### src/rtl/serial_add_pkg.sv
// serial_add_pkg: shared state encoding and sizing helpers for the chunked serial adder.
package serial_add_pkg;
  typedef enum logic [1:0] {
    S_IDLE = 2'd0,
    S_RUN  = 2'd1,
    S_DONE = 2'd2
  } state_t;
  function automatic int nchunk(input int dw, input int ch);
    return dw / ch;
  endfunction
  function automatic int cnt_w(input int n);
    return n > 1 ? $clog2(n) : 1;
  endfunction
endpackage

### src/rtl/serial_add_chunk_add.sv
// chunk_add: combinational CHUNK-bit adder slice with carry in/out.
module chunk_add #(
  parameter int CHUNK = 2
) (
  input  logic [CHUNK-1:0] x,
  input  logic [CHUNK-1:0] y,
  input  logic             ci,
  output logic [CHUNK-1:0] s,
  output logic             co
);
  assign {co, s} = {1'b0, x} + {1'b0, y} + {{CHUNK{1'b0}}, ci};
endmodule

### src/rtl/serial_add.sv
// serial_add: multi-cycle adder processing CHUNK bits per clock with a start/busy/done handshake.
module serial_add
  import serial_add_pkg::*;
#(
  parameter int DATAWIDTH = 8,
  parameter int CHUNK     = 2
) (
  input  logic                 Clk,
  input  logic                 Rst,
  input  logic                 start,
  input  logic [DATAWIDTH-1:0] a,
  input  logic [DATAWIDTH-1:0] b,
  output logic                 busy,
  output logic                 done,
  output logic [DATAWIDTH-1:0] sum,
  output logic                 cout
);
  localparam int NCHUNK = nchunk(DATAWIDTH, CHUNK);
  localparam int CW = cnt_w(NCHUNK);
  state_t state, state_nxt;
  logic [DATAWIDTH-1:0] ar, br, acc, acc_nxt;
  logic [CW-1:0] cnt;
  logic carry, co, last;
  logic [CHUNK-1:0] s;
  assign last = cnt == CW'(NCHUNK - 1);
  chunk_add #(.CHUNK(CHUNK)) u_add (
    .x (ar[CHUNK-1:0]),
    .y (br[CHUNK-1:0]),
    .ci(carry),
    .s (s),
    .co(co)
  );
  // New chunk enters at the top so the LSB chunk ends up at bit 0 after NCHUNK shifts
  assign acc_nxt = (acc >> CHUNK) | (DATAWIDTH'(s) << (DATAWIDTH - CHUNK));
  always_ff @(posedge Clk) begin
    if (!Rst) state <= S_IDLE;
    else state <= state_nxt;
  end
  always_comb begin
    state_nxt = state == S_RUN ? (last ? S_DONE : S_RUN) : (start ? S_RUN : S_IDLE);
  end
  always_comb begin
    busy = state == S_RUN;
    done = state == S_DONE;
  end
  always_ff @(posedge Clk) begin
    if (!Rst) begin
      ar    <= '0;
      br    <= '0;
      acc   <= '0;
      cnt   <= '0;
      carry <= 1'b0;
      sum   <= '0;
      cout  <= 1'b0;
    end else if (state == S_RUN) begin
      ar    <= ar >> CHUNK;
      br    <= br >> CHUNK;
      acc   <= acc_nxt;
      carry <= co;
      cnt   <= cnt + CW'(1);
      if (last) begin
        sum  <= acc_nxt;
        cout <= co;
      end
    end else if (start) begin
      ar    <= a;
      br    <= b;
      acc   <= '0;
      carry <= 1'b0;
      cnt   <= '0;
    end
  end
endmodule

### config.mk
export PLATFORM = sky130hd
export DESIGN_NAME = serial_add
export DESIGN_NICKNAME = d
export VERILOG_FILES = /design/src/rtl/serial_add_pkg.sv /design/src/rtl/serial_add_chunk_add.sv /design/src/rtl/serial_add.sv
export SDC_FILE = /design/constraint.sdc
export NUM_CORES = 1
export LEC_CHECK = 0
export ABC_AREA = 0
export BUFFER_PORTS_ARGS = -buffer_cell sky130_fd_sc_hd__buf_2
export CAP_MARGIN = 20
export CORE_MARGIN = 1
export CORE_UTILIZATION = 50
export DETAILED_ROUTE_END_ITERATION = 8
export PLACE_DENSITY = 0.78
export SYNTH_ARGS = -nofsm -noshare
export SYNTH_HDL_FRONTEND = slang
export SYNTH_HIERARCHICAL = 1
export SYNTH_SLANG_ARGS = --single-unit
### constraint.sdc
create_clock -name Clk -period 1.85 [get_ports Clk]
set_input_delay 0.555 -clock Clk [delete_from_list [all_inputs] [get_ports Clk]]
set_output_delay 0.555 -clock Clk [all_outputs]
set_load 0.02 [all_outputs]
==> results.md, run 1 <==
- Outcome: finished, violations left
- Failing checks: design-rule violations
- Fin crit period: about 1.7 ns
- Share of layout cells above drive strength 1: approximately a fifth
- Final period util: approximately 90%
- Cell taking the most area after synthesis: dfxtp_1
- Residual DRC: 2
- Synth Area in XOR/XNOR: 0%
- Clk buf depth: 2
- Slowest CP cell: dfxtp_1
- Layout Skew: between 0.004 and 0.005 ns
- Slew headroom: about four fifths
- Most frequent cell after synthesis: dfxtp_1
- Drt first-iter violations: between 40 and 50
- Setup Fix Bufs, Post-CTS: 0
- Worst Path Class, Setup: register to output pin
- Worst Setup Slack, final: 0.142 ns
- Placeable Area: between 2000 and 3000 um2
- Die ar.: roughly 3300 um2
- Setup TNS: 0 ns
- Slew Viols, Final: 0
- Maximum vdd drop: ~0.5 mV
- Class of the worst hold path: register to register
- Static Leak: 0.807 nW
- EDFF count, synth: 0
- Initial Util: ~54%
- Post-synthesis mux area share: between 10% and 20%
- Mapped Nets: between 150 and 200
- H-tree depth: 2
- GR met2 Demand/Resource: between 30% and 40%
- Final hold violation count: 0
- Worst Setup End Kind: output pin
- #FFs+latches synth: 36
- Final setup vio count: 0
- Synth top area cells: dfxtp_1 47%, mux2i_1 10%, nand3_1 5.8%
- Slew @ Worst Pin: between 0.3 and 0.4 ns
- Final Hold Slack: 0.448 ns
- Worst slack, placed: around 0.27 ns
- Syn Area/Cell: roughly 9 um2
- Root Driver: clkbuf_4
- Crit path max-delay family: flip-flops
- Synthesized cell area: 1550 um2
- Nets: 217
- Total global routing overflow: 0
- Via density: roughly 5.4
- Largest net degree at the start of global routing: 35
- Crit path required time: 1.29 ns
- Simple-Gate Fraction of Synth Area: 18.3%
- Main combinational cell family by area after synthesis: simple AND/OR/NAND/NOR gates
- Max Cap Viol: 0
- Vias in the first global route: 1193
- Largest stage delay, worst path: 0.33 ns
- I/O pin count: 30
- Port buffer count: 29
- Ys Warns: 6
- Synth Area in Compound Gates: roughly an eighth
- Antenna violations before repair: 0
- Register area: roughly 720 um2
- Asr flop ratio synth: 0%
- Cell Chain, Critical Path: nand2b_1 -> inv_4 -> buf_2
- Pwr Density: ~770 nW/um2
- Multi-input gate area: between 700 and 800 um2
- Post-synthesis cell type count: 24
- GRT Total Usage: 19.4%
- Worst setup SP type: register
- Avg WL per Cell: roughly 12 um
- Die X-Extent: between 50 and 60 um
- Met1 Use GR: a little over a fifth
- Standard-cell rows: 19
- Crit path max fanout: 12
- N_diodes: 0
- Clock Sinks: 36
- Synth Area in Adders: 4.20%
- Synth top cells by count: 36 x dfxtp_1, 18 x nand2_1, 18 x nand3_1, 16 x mux2i_1, 13 x o21ai_0
- CP bufs+invs: 2
- Post-route ant nets: 0
- Syn-to-layout area delta: 11.5%
- Gr busiest metal: met2
- GPL Wtd Cong: 0.706
- Top cell type's share of synthesized area: 46.5%
- Latest clock arrival within the worst-skew pair: around 0.33 ns
- Seq/Total Area, Yosys: 46.5%
- Post-DP HPWL: about 2 mm
- F_max: approximately 600 MHz
- Die Y: 57.7 um
- Worst path arrival time: 1.15 ns
- Worst R2R Setup Slack: around 0.26 ns
- First-pass GRT wire length: between 4 and 5 mm
- Vias: between 1000 and 1500
- Cells after Synth: ~170
- GR Util met3: between 7 and 8%
- WL final: 2.70 mm
- Num CTS Buffers: 5
- Worst-path clk slew: about 0.090 ns
- DRT Pass-1 Iters: 6
- RSZ-0062 raised after global routing: false
- # fillers: roughly 260
- Post-CTS resize count: 0
- CTS Hold Buffers Added: 0
- CTS tree: yes
- Synth Flop Type: dfxtp_1
## report_power, final
group	internal (mW)	switching [mW]
logic	0.0718	0.0881
clock network	0.127	0.220
registers	0.809	0.0200
## layout make-up
| type | instances | area share (%) |
|---|---|---|
| inverter | 9 | 2.10 |
| clock buffer | 5 | 2.17 |
| sequential | 36 | 41.7 |
| timing repair buffer | 32 | 11.2 |
| tap | 31 | 2.25 |
| multi-input combinational | 110 | 40.6 |
## path summary, 6_finish.rpt
check | startpoint | end | cells past startpoint
max | state[1] | busy | 3
min reg2reg | sum[3] | sum[3] | 2
max reg2reg | br[0] | sum[7] | 6
min | sum[3] | sum[3] | 2
## per-layer routing
layer,share of wire [%],up-vias
met3,6.0,5
met2,50,28
li1,-,618
met4,1.7,0
met1,42,551
met5,0,-
## logic make-up after synthesis
| family | after synthesis |
|---|---|
| simple gates | 56 |
| mux | 16 |
| flops | 36 |
| compound gates | 34 |
| fa+ha+maj | 4 |
| buf+inv | 22 |
## worst register-to-register path: cells and delay by family, from the launching register on
kind / cells / cell delay, ns
adder cells (fa/ha/maj): 2 / 0.92
buffers and inverters: 2 / 0.11
flip-flops: 1 / 0.34
AND/OR/NAND/NOR: 2 / 0.12
## state kept, by name (all words and copies together) (netlist names)
signal	flops
cout	1
ar	8
carry	1
cnt	2
br	8
state	2
acc	6
sum	8
## per-stage QoR
step	cell area (um2)	cells	util (%)	power, mW
after global routing	1730	223	60.5	1.41
after CTS	1730	223	60.5	1.36
after floorplan	1550	168	-	0.968
after detailed placement	1690	218	59.2	1.01
final	1730	223	60.5	1.34
after global placement	1690	218	59.2	1.00
## cells in the final DEF (no fill, tap or decap), drive strengths merged, types with 5 or more instances in the layout
| cell | synthesis | routed |
|---|---|---|
| o21ai | 13 | 13 |
| a21boi | 8 | 8 |
| a21oi | 12 | 12 |
| inv | 9 | 9 |
| dfxtp | 36 | 36 |
| buf | 10 | 32 |
| nand3 | 18 | 18 |
| nor2 | 6 | 6 |
| mux2i | 16 | 16 |
| clkbuf | 3 | 5 |
| nand2 | 18 | 18 |
| nand3b | 9 | 9 |
Power figures use the tool's default switching activity.
==> run 2, diff against run 1 <==
Settings changed: ABC_AREA 0 to 1.
==> run 2 against run 1 <==
Against the previous run: the flow now finishes without violations; global-route usage rose by 1.2 points; combinational power fell by 5%; clock skew rose by 0.0025 ns; synthesized cell count rose by 23%; sequential share of layout area fell by 0.65 points; worst hold slack got worse by 0.0085 ns; first-iteration DRC count rose by 26%; critical endpoint unchanged; non-clock buffer count did not move; area after synthesis rose by 1.7%; sequential power fell by 1%; largest power group unchanged; clock power rose by 15%.
==> results.md, run 2 <==
- Outcome: finished clean
- Final period util: 89.8% (-2.5 points)
- Multi-input gate area: 679 um2 (-3.0%)
- Syn-to-layout area delta: 11.4%
- Maximum vdd drop: 0.390 mV (-22%)
- # fillers: 298 (+16%)
- Crit path max fanout: 3 (-9)
- Latest clock arrival within the worst-skew pair: 0.34 ns (about the same)
- Post-route ant nets: 0 (unchanged)
- GRT Total Usage: 20.6% (+1.2 points)
- F_max: 602 MHz (+2.7%)
- Worst setup SP type: register
- Share of layout cells above drive strength 1: 20.5% (+0.72 points)
- Most frequent cell after synthesis: nand2_1
- Synth Flop Type: dfxtp_1
- Post-DP HPWL: 2.06 mm (+3.9%)
- Worst R2R Setup Slack: 0.21 ns (-0.05 ns)
- Via density: 4.92 (-8.7%)
- Standard-cell rows: 20 (+1)
- Worst r2r path cells: 6 (unchanged)
- Register area: 721 um2 (unchanged)
- Nets: 257 (+18%)
- First-pass GRT wire length: 5.18 mm (+4.7%)
- Crit path required time: 1.29 ns (about the same)
- Die ar.: 3380 um2 (+1.6%)
- Cell taking the most area after synthesis: dfxtp_1
- Port buffer count: 29 (unchanged)
- Drt first-iter violations: 58 (+26%)
- Pwr Density: 779 nW/um2 (+0.71%)
- Worst Setup End Kind: output pin
- Static Leak: 0.841 nW (+4.2%)
- Finished Core Util: 57.9% (-2.6 points)
- Worst-path clk slew: 0.11 ns (+0.02 ns)
- Root Driver: clkbuf_4
- Max Cap Viol: 0 (unchanged)
- Setup TNS: 0 ns (unchanged)
- Synth top area cells: dfxtp_1 46%, nand2_1 15%, nand3_1 11%
- I/O pin count: 30 (unchanged)
- DRT Pass-1 Iters: 4 (-2)
- Most common cell after layout, fill and taps aside: nand2_1
- Total global routing overflow: 0 (unchanged)
- Cells after Synth: 206 (+23%)
- Residual DRC: 0 (-2)
- Reg-to-Reg Start: br[0]
- Hold Path Origin: b[6]
- Placeable Area: 3030 um2 (+6.1%)
- Vias in the first global route: 1227 (+2.8%)
- RSZ-0062 raised after global routing: false
- Class of the worst hold path: input pin to register
- Synthesized cell area: 1580 um2 (+1.7%)
- CTS Hold Buffers Added: 0 (unchanged)
- Worst Path Class, Setup: register to output pin
- Most frequent cells in the layout: 61 x nand2_1, 36 x dfxtp_1, 35 x nand3_1
- EDFF count, synth: 0 (unchanged)
- Mapped Nets: 229 (+20%)
- Final setup vio count: 0 (unchanged)
- Synth top cells by count: 61 x nand2_1, 36 x dfxtp_1, 35 x nand3_1, 19 x inv_1, 10 x a21oi_1
- Avg WL per Cell: 11.2 um (-7.6%)
- CTS tree: yes
- Die X-Extent: 58.1 um (+0.82%)
- N_diodes: 0 (unchanged)
- Slew headroom: 73.9% (-4.8 points)
- Slew Viols, Final: 0 (unchanged)
- Clock Sinks: 36 (unchanged)
- Hold Path End: br[6]
- Hold Crit Depth: 3 (+1)
- Num CTS Buffers: 5 (unchanged)
- Largest registers: ar: 8 flops, br: 8 flops, sum: 8 flops
- Slew @ Worst Pin: 0.391 ns (+0.0724 ns)
- Clk buf depth: 2 (unchanged)
- Post-CTS resize count: 0 (unchanged)
- Ys Warns: 6 (unchanged)
- RR Endpoint: sum[7]
- GPL Wtd Cong: 0.768 (+8.8%)
- Top cell type's share of synthesized area: 45.8% (-0.78 points)
- Syn Area/Cell: 7.65 um2 (-17%)
- Largest net degree at the start of global routing: 33 (-5.7%)
- Asr flop ratio synth: 0% (unchanged)
- H-tree depth: 2 (unchanged)
- Seq/Total Area, Yosys: 45.8% (-0.78 points)
- Worst path arrival time: 1.11 ns (-0.04 ns)
- Vias: 1368 (+14%)
- Die Y: 58.1 um (+0.82%)
- Power consumption: 1.37 mW (+2.3%)
- Post-synthesis cell type count: 22 (-8.3%)
- #FFs+latches synth: 36 (unchanged)
- WL final: 3.12 mm (+15%)
- Final hold violation count: 0 (unchanged)
- Initial Util: 52.0% (-2.3 points)
- Layout Skew: 0.00685 ns (+0.00250 ns)
- Antenna violations before repair: 0 (unchanged)
- Setup Fix Bufs, Post-CTS: 0 (unchanged)
- Launch point of the critical path: state[0]
- Fin crit period: 1.66 ns (-0.0457 ns)
run 2: cell type report:
cell class,count,share of cell area [%]
Sequential cell,36,41.1
Multi-Input combinational cell,137,38.7
Clock buffer,6,2.35
Inverter,22,4.85
Clock inverter,1,0.285
Tap cell,44,3.14
Timing Repair Buffer,32,9.56
run 2: cell families (layout without fill, tap and decap cells):
group	count (synthesis)	in the layout	synth area share, %
compound gates	23	23	7.55
flops	36	36	45.8
simple gates	110	110	31.5
fa+ha+maj	4	4	4.13
buf+inv	33	61	11.1
run 2: worst max-delay path: stages (launching register included):
cell and delay [ns]:
dfxtp_1 0.42, inv_2 0.06, nor2_4 0.11, buf_2 0.18
run 2: metrics by stage:
| step | instances | cell area, um2 | worst slack, ns | hold WS, ns |
|---|---|---|---|---|
| after global routing | 278 | 1750 | 0.121 | 0.445 |
| after floorplan | 206 | 1580 | 0.308 | 0.427 |
| final | 278 | 1750 | 0.188 | 0.439 |
| after detailed placement | 271 | 1710 | 0.205 | 0.444 |
| after global placement | 271 | 1710 | 0.278 | 0.436 |
| after CTS | 278 | 1750 | 0.173 | 0.436 |
run 2: routing by layer:
metal  part of all wire (%)  up-vias  GRT usage [%]
met5                      0        -              0
met4                    2.0        0           10.9
met3                    3.7        8           4.91
met2                     47       35           33.2
met1                     47      617           25.5
li1                       -      708              -
run 2: worst max-delay path by stage:
stage / to / slack, ns / depth (start not counted)
2_1_floorplan: sum[7] / 0.31 / 6
3_3_place_gp: sum[7] / 0.28 / 6
3_5_place_dp: sum[7] / 0.21 / 6
4_1_cts: busy / 0.17 / 3
5_1_grt: busy / 0.12 / 3
6_report: busy / 0.19 / 3
run 2: report_power, final:
group	switching [mW]	total (mW)	internal, mW	leakage (nW)
clock	0.258	0.398	0.140	0.0281
combinational	0.0967	0.152	0.0551	0.520
sequential	0.0157	0.817	0.802	0.293
total	0.370	1.37	0.997	0.841
==> run 3, diff against run 2 <==
Settings changed: ABC_AREA 1 to 0.
Clock period 1.85 ns to 1.95 ns, I/O delays scaled along.
==> run 3 against run 2 <==
Against the previous run: the flow now finishes with violations (design-rule violations); first-iteration DRC count is 64% lower; combinational power is 5% lower; cell count is 19% lower; sequential power is 3.7% lower; power is 0.26% lower; final area is 1.4% lower; clock skew is 0.0031 ns lower; count of clock-buffer cells in the layout is 1 higher; flip-flop and latch count stayed put.
==> results.md, run 3 (synthesized netlist as in run 1, its figures left out) <==
- Internal power: 1.04 mW (+3.8%)
- Clk buf depth: 2 (unchanged)
- Finished Core Util: 60.6% (+2.7 points)
- Final setup vio count: 0 (unchanged)
- Most frequent cells in the layout: 36 x dfxtp_1, 29 x buf_2, 18 x nand3_1, 18 x nand2_1, 16 x mux2i_1
- Outcome: finished, violations left
- Placeable Area: 2850 um2 (-5.8%)
- N_diodes: 0 (unchanged)
- Design Area, Final: 1730 um2 (-1.4%)
- Slew Viols, Final: 0 (unchanged)
- GPL Wtd Cong: 0.694 (-9.7%)
- Failing checks: design-rule violations
- Vias: 1241 (-9.3%)
- RSZ-0062 raised after global routing: false
- Met1 WL: 1.15 mm (-22%)
- F_max: between 500 and 600 MHz
- Die ar.: 3320 um2 (-1.6%)
- Layout Skew: 0.00371 ns (-0.00314 ns)
- Largest registers: ar: 8 flops, br: 8 flops, sum: 8 flops
- Worst-path clk slew: 0.10 ns (about the same)
- Slew @ Worst Pin: 0.344 ns (-0.0472 ns)
- Largest net degree at the start of global routing: 35 (+6.1%)
- RR Endpoint: acc[7]
- Slew headroom: 77.1% (+3.2 points)
- Worst slack, placed: 0.364 ns (+0.159 ns)
- Post-CTS resize count: 0 (unchanged)
- Max Cap Viol: 0 (unchanged)
- Reg-to-Reg Start: br[0]
- Hold Crit Depth: 2 (-1)
- Setup TNS: 0 ns (unchanged)
- Residual DRC: 2 (+2)
- Class of the worst hold path: register to register
- GRT Total Usage: 19.0% (-1.6 points)
- Hold Path End: sum[5]
- Most common cell after layout, fill and taps aside: dfxtp_1
- # fillers: 271 (-9.1%)
- Final period util: ~90%
- Placed Cells: 218 (-20%)
- Port buffer count: 29 (unchanged)
- Final Hold Slack: 0.450 ns (+0.0106 ns)
- Root Driver: clkbuf_4
- Worst setup SP type: register
- Die Y: 57.7 um (-0.81%)
- Met2 WL: 1.35 mm (-8.1%)
- First-pass GRT wire length: 4.82 mm (-6.9%)
- Initial Util: 54.3% (+2.3 points)
- Setup Fix Bufs, Post-CTS: 0 (unchanged)
- Multi-input gate area: 701 um2 (+3.1%)
- Post-DP HPWL: 1.93 mm (-6.3%)
- CTS Hold Buffers Added: 0 (unchanged)
- P_sw: 328 uW (-11%)
- Nets: 217 (-16%)
- Static Leak: 0.812 nW (-3.4%)
- Met3 Routed Length: 141 um (+24%)
- Vias in the first global route: 1181 (-3.7%)
- Clock Sinks: 36 (unchanged)
- Die X-Extent: 57.7 um (-0.81%)
- Pwr Density: 789 nW/um2 (+1.2%)
- Post-route ant nets: 0 (unchanged)
- Worst path arrival time: 1.16 ns (+0.05 ns)
- Placed Area: 1660 um2 (-2.6%)
- Share of layout cells above drive strength 1: 20.6% (+0.11 points)
- Crit path required time: 1.36 ns (+0.07 ns)
- Worst r2r path cells: 6 (unchanged)
- Switching part of the total power: 24.1% (-3.0 points)
- Worst Path Class, Setup: register to output pin
- WL final: 2.69 mm (-14%)
- Comb power frac: 10.7% (-0.4 points)
- Highest Signal Layer: met4
- Register area: 721 um2 (unchanged)
- Drt first-iter violations: 21 (-64%)
- I/O pin count: 30 (unchanged)
- H-tree depth: 2 (unchanged)
- Worst Setup Slack, final: 0.203 ns (+0.0148 ns)
- Standard-cell rows: 19 (-5.0%)
- Via density: 5.52 (+12%)
- Power share of the clock group: 31.6% (+2.5 points)
- Maximum vdd drop: 0.514 mV (+32%)
- Fin crit period: 1.75 ns
- CTS tree: yes
- Avg WL per Cell: 12.0 um (+6.7%)
- Hold Path Origin: sum[5]
- Final hold violation count: 0 (unchanged)
- Antenna violations before repair: 0 (unchanged)
- Total global routing overflow: 0 (unchanged)
- Worst Setup End Kind: output pin
- Worst R2R Setup Slack: 0.35 ns (+0.14 ns)
- DRT Pass-1 Iters: 6 (+2)
- Syn-to-layout area delta: 11.6%
- Power consumption: 1.36 mW (-0.26%)
- Num CTS Buffers: 5 (unchanged)
- Final std cells w/o fill: 225 (-19%)
- Crit path max fanout: 12 (+9)
- Part of the power in registers: 57.7% (-2.1 points)
- Latest clock arrival within the worst-skew pair: 0.33 ns (about the same)
[run 3: cell count changes in the layout (fill, tap and decap cells not counted), sizes merged, moves of 2 or more]
cell	delta
inv	-13
a21oi	+2
o22ai	-3
mux2i	+16
a21boi	+8
nand3	-17
nand2	-47
nor2	-2
o21ai	+3
nand3b	+9
[run 3: worst max-delay path by stage]
stage | startpoint | depth (start not counted) | end
after CTS | state[1] | 3 | busy
after detailed placement | br[0] | 6 | acc[7]
after floorplan | br[0] | 6 | sum[7]
after global placement | br[0] | 6 | sum[7]
final | state[1] | 3 | busy
after global routing | state[0] | 3 | busy
[run 3: routing by layer]
layer  global-route usage (%)  vias to the layer above
li1                         -                      620
met1                     20.3                      584
met2                     34.1                       30
met3                     5.13                        7
met4                     10.2                        0
met5                        0                        -
[run 3: power groups by stage]
| stage | Combinational, mW | Clock (mW) | Sequential [mW] |
|---|---|---|---|
| final | 0.145 | 0.432 | 0.787 |
| after global routing | 0.166 | 0.477 | 0.791 |
| after CTS | 0.147 | 0.446 | 0.787 |
| after detailed placement | 0.147 | 0 | 0.804 |
| after global placement | 0.142 | 0 | 0.801 |
| after floorplan | 0.121 | 0 | 0.798 |
[run 3: area by class of cell]
class,instances,area share (%)
flip-flops and latches,36,41.7
repair buffers,32,9.70
inverters,9,2.10
well taps,31,2.24
clock buffers,7,3.76
multi-input cells,110,40.5
[run 3: worst max-delay path, cell delays in order, from the launching register on]
cell,delay [ns]
dfxtp_1,0.33
nand2b_1,0.19
inv_4,0.13
buf_2,0.18
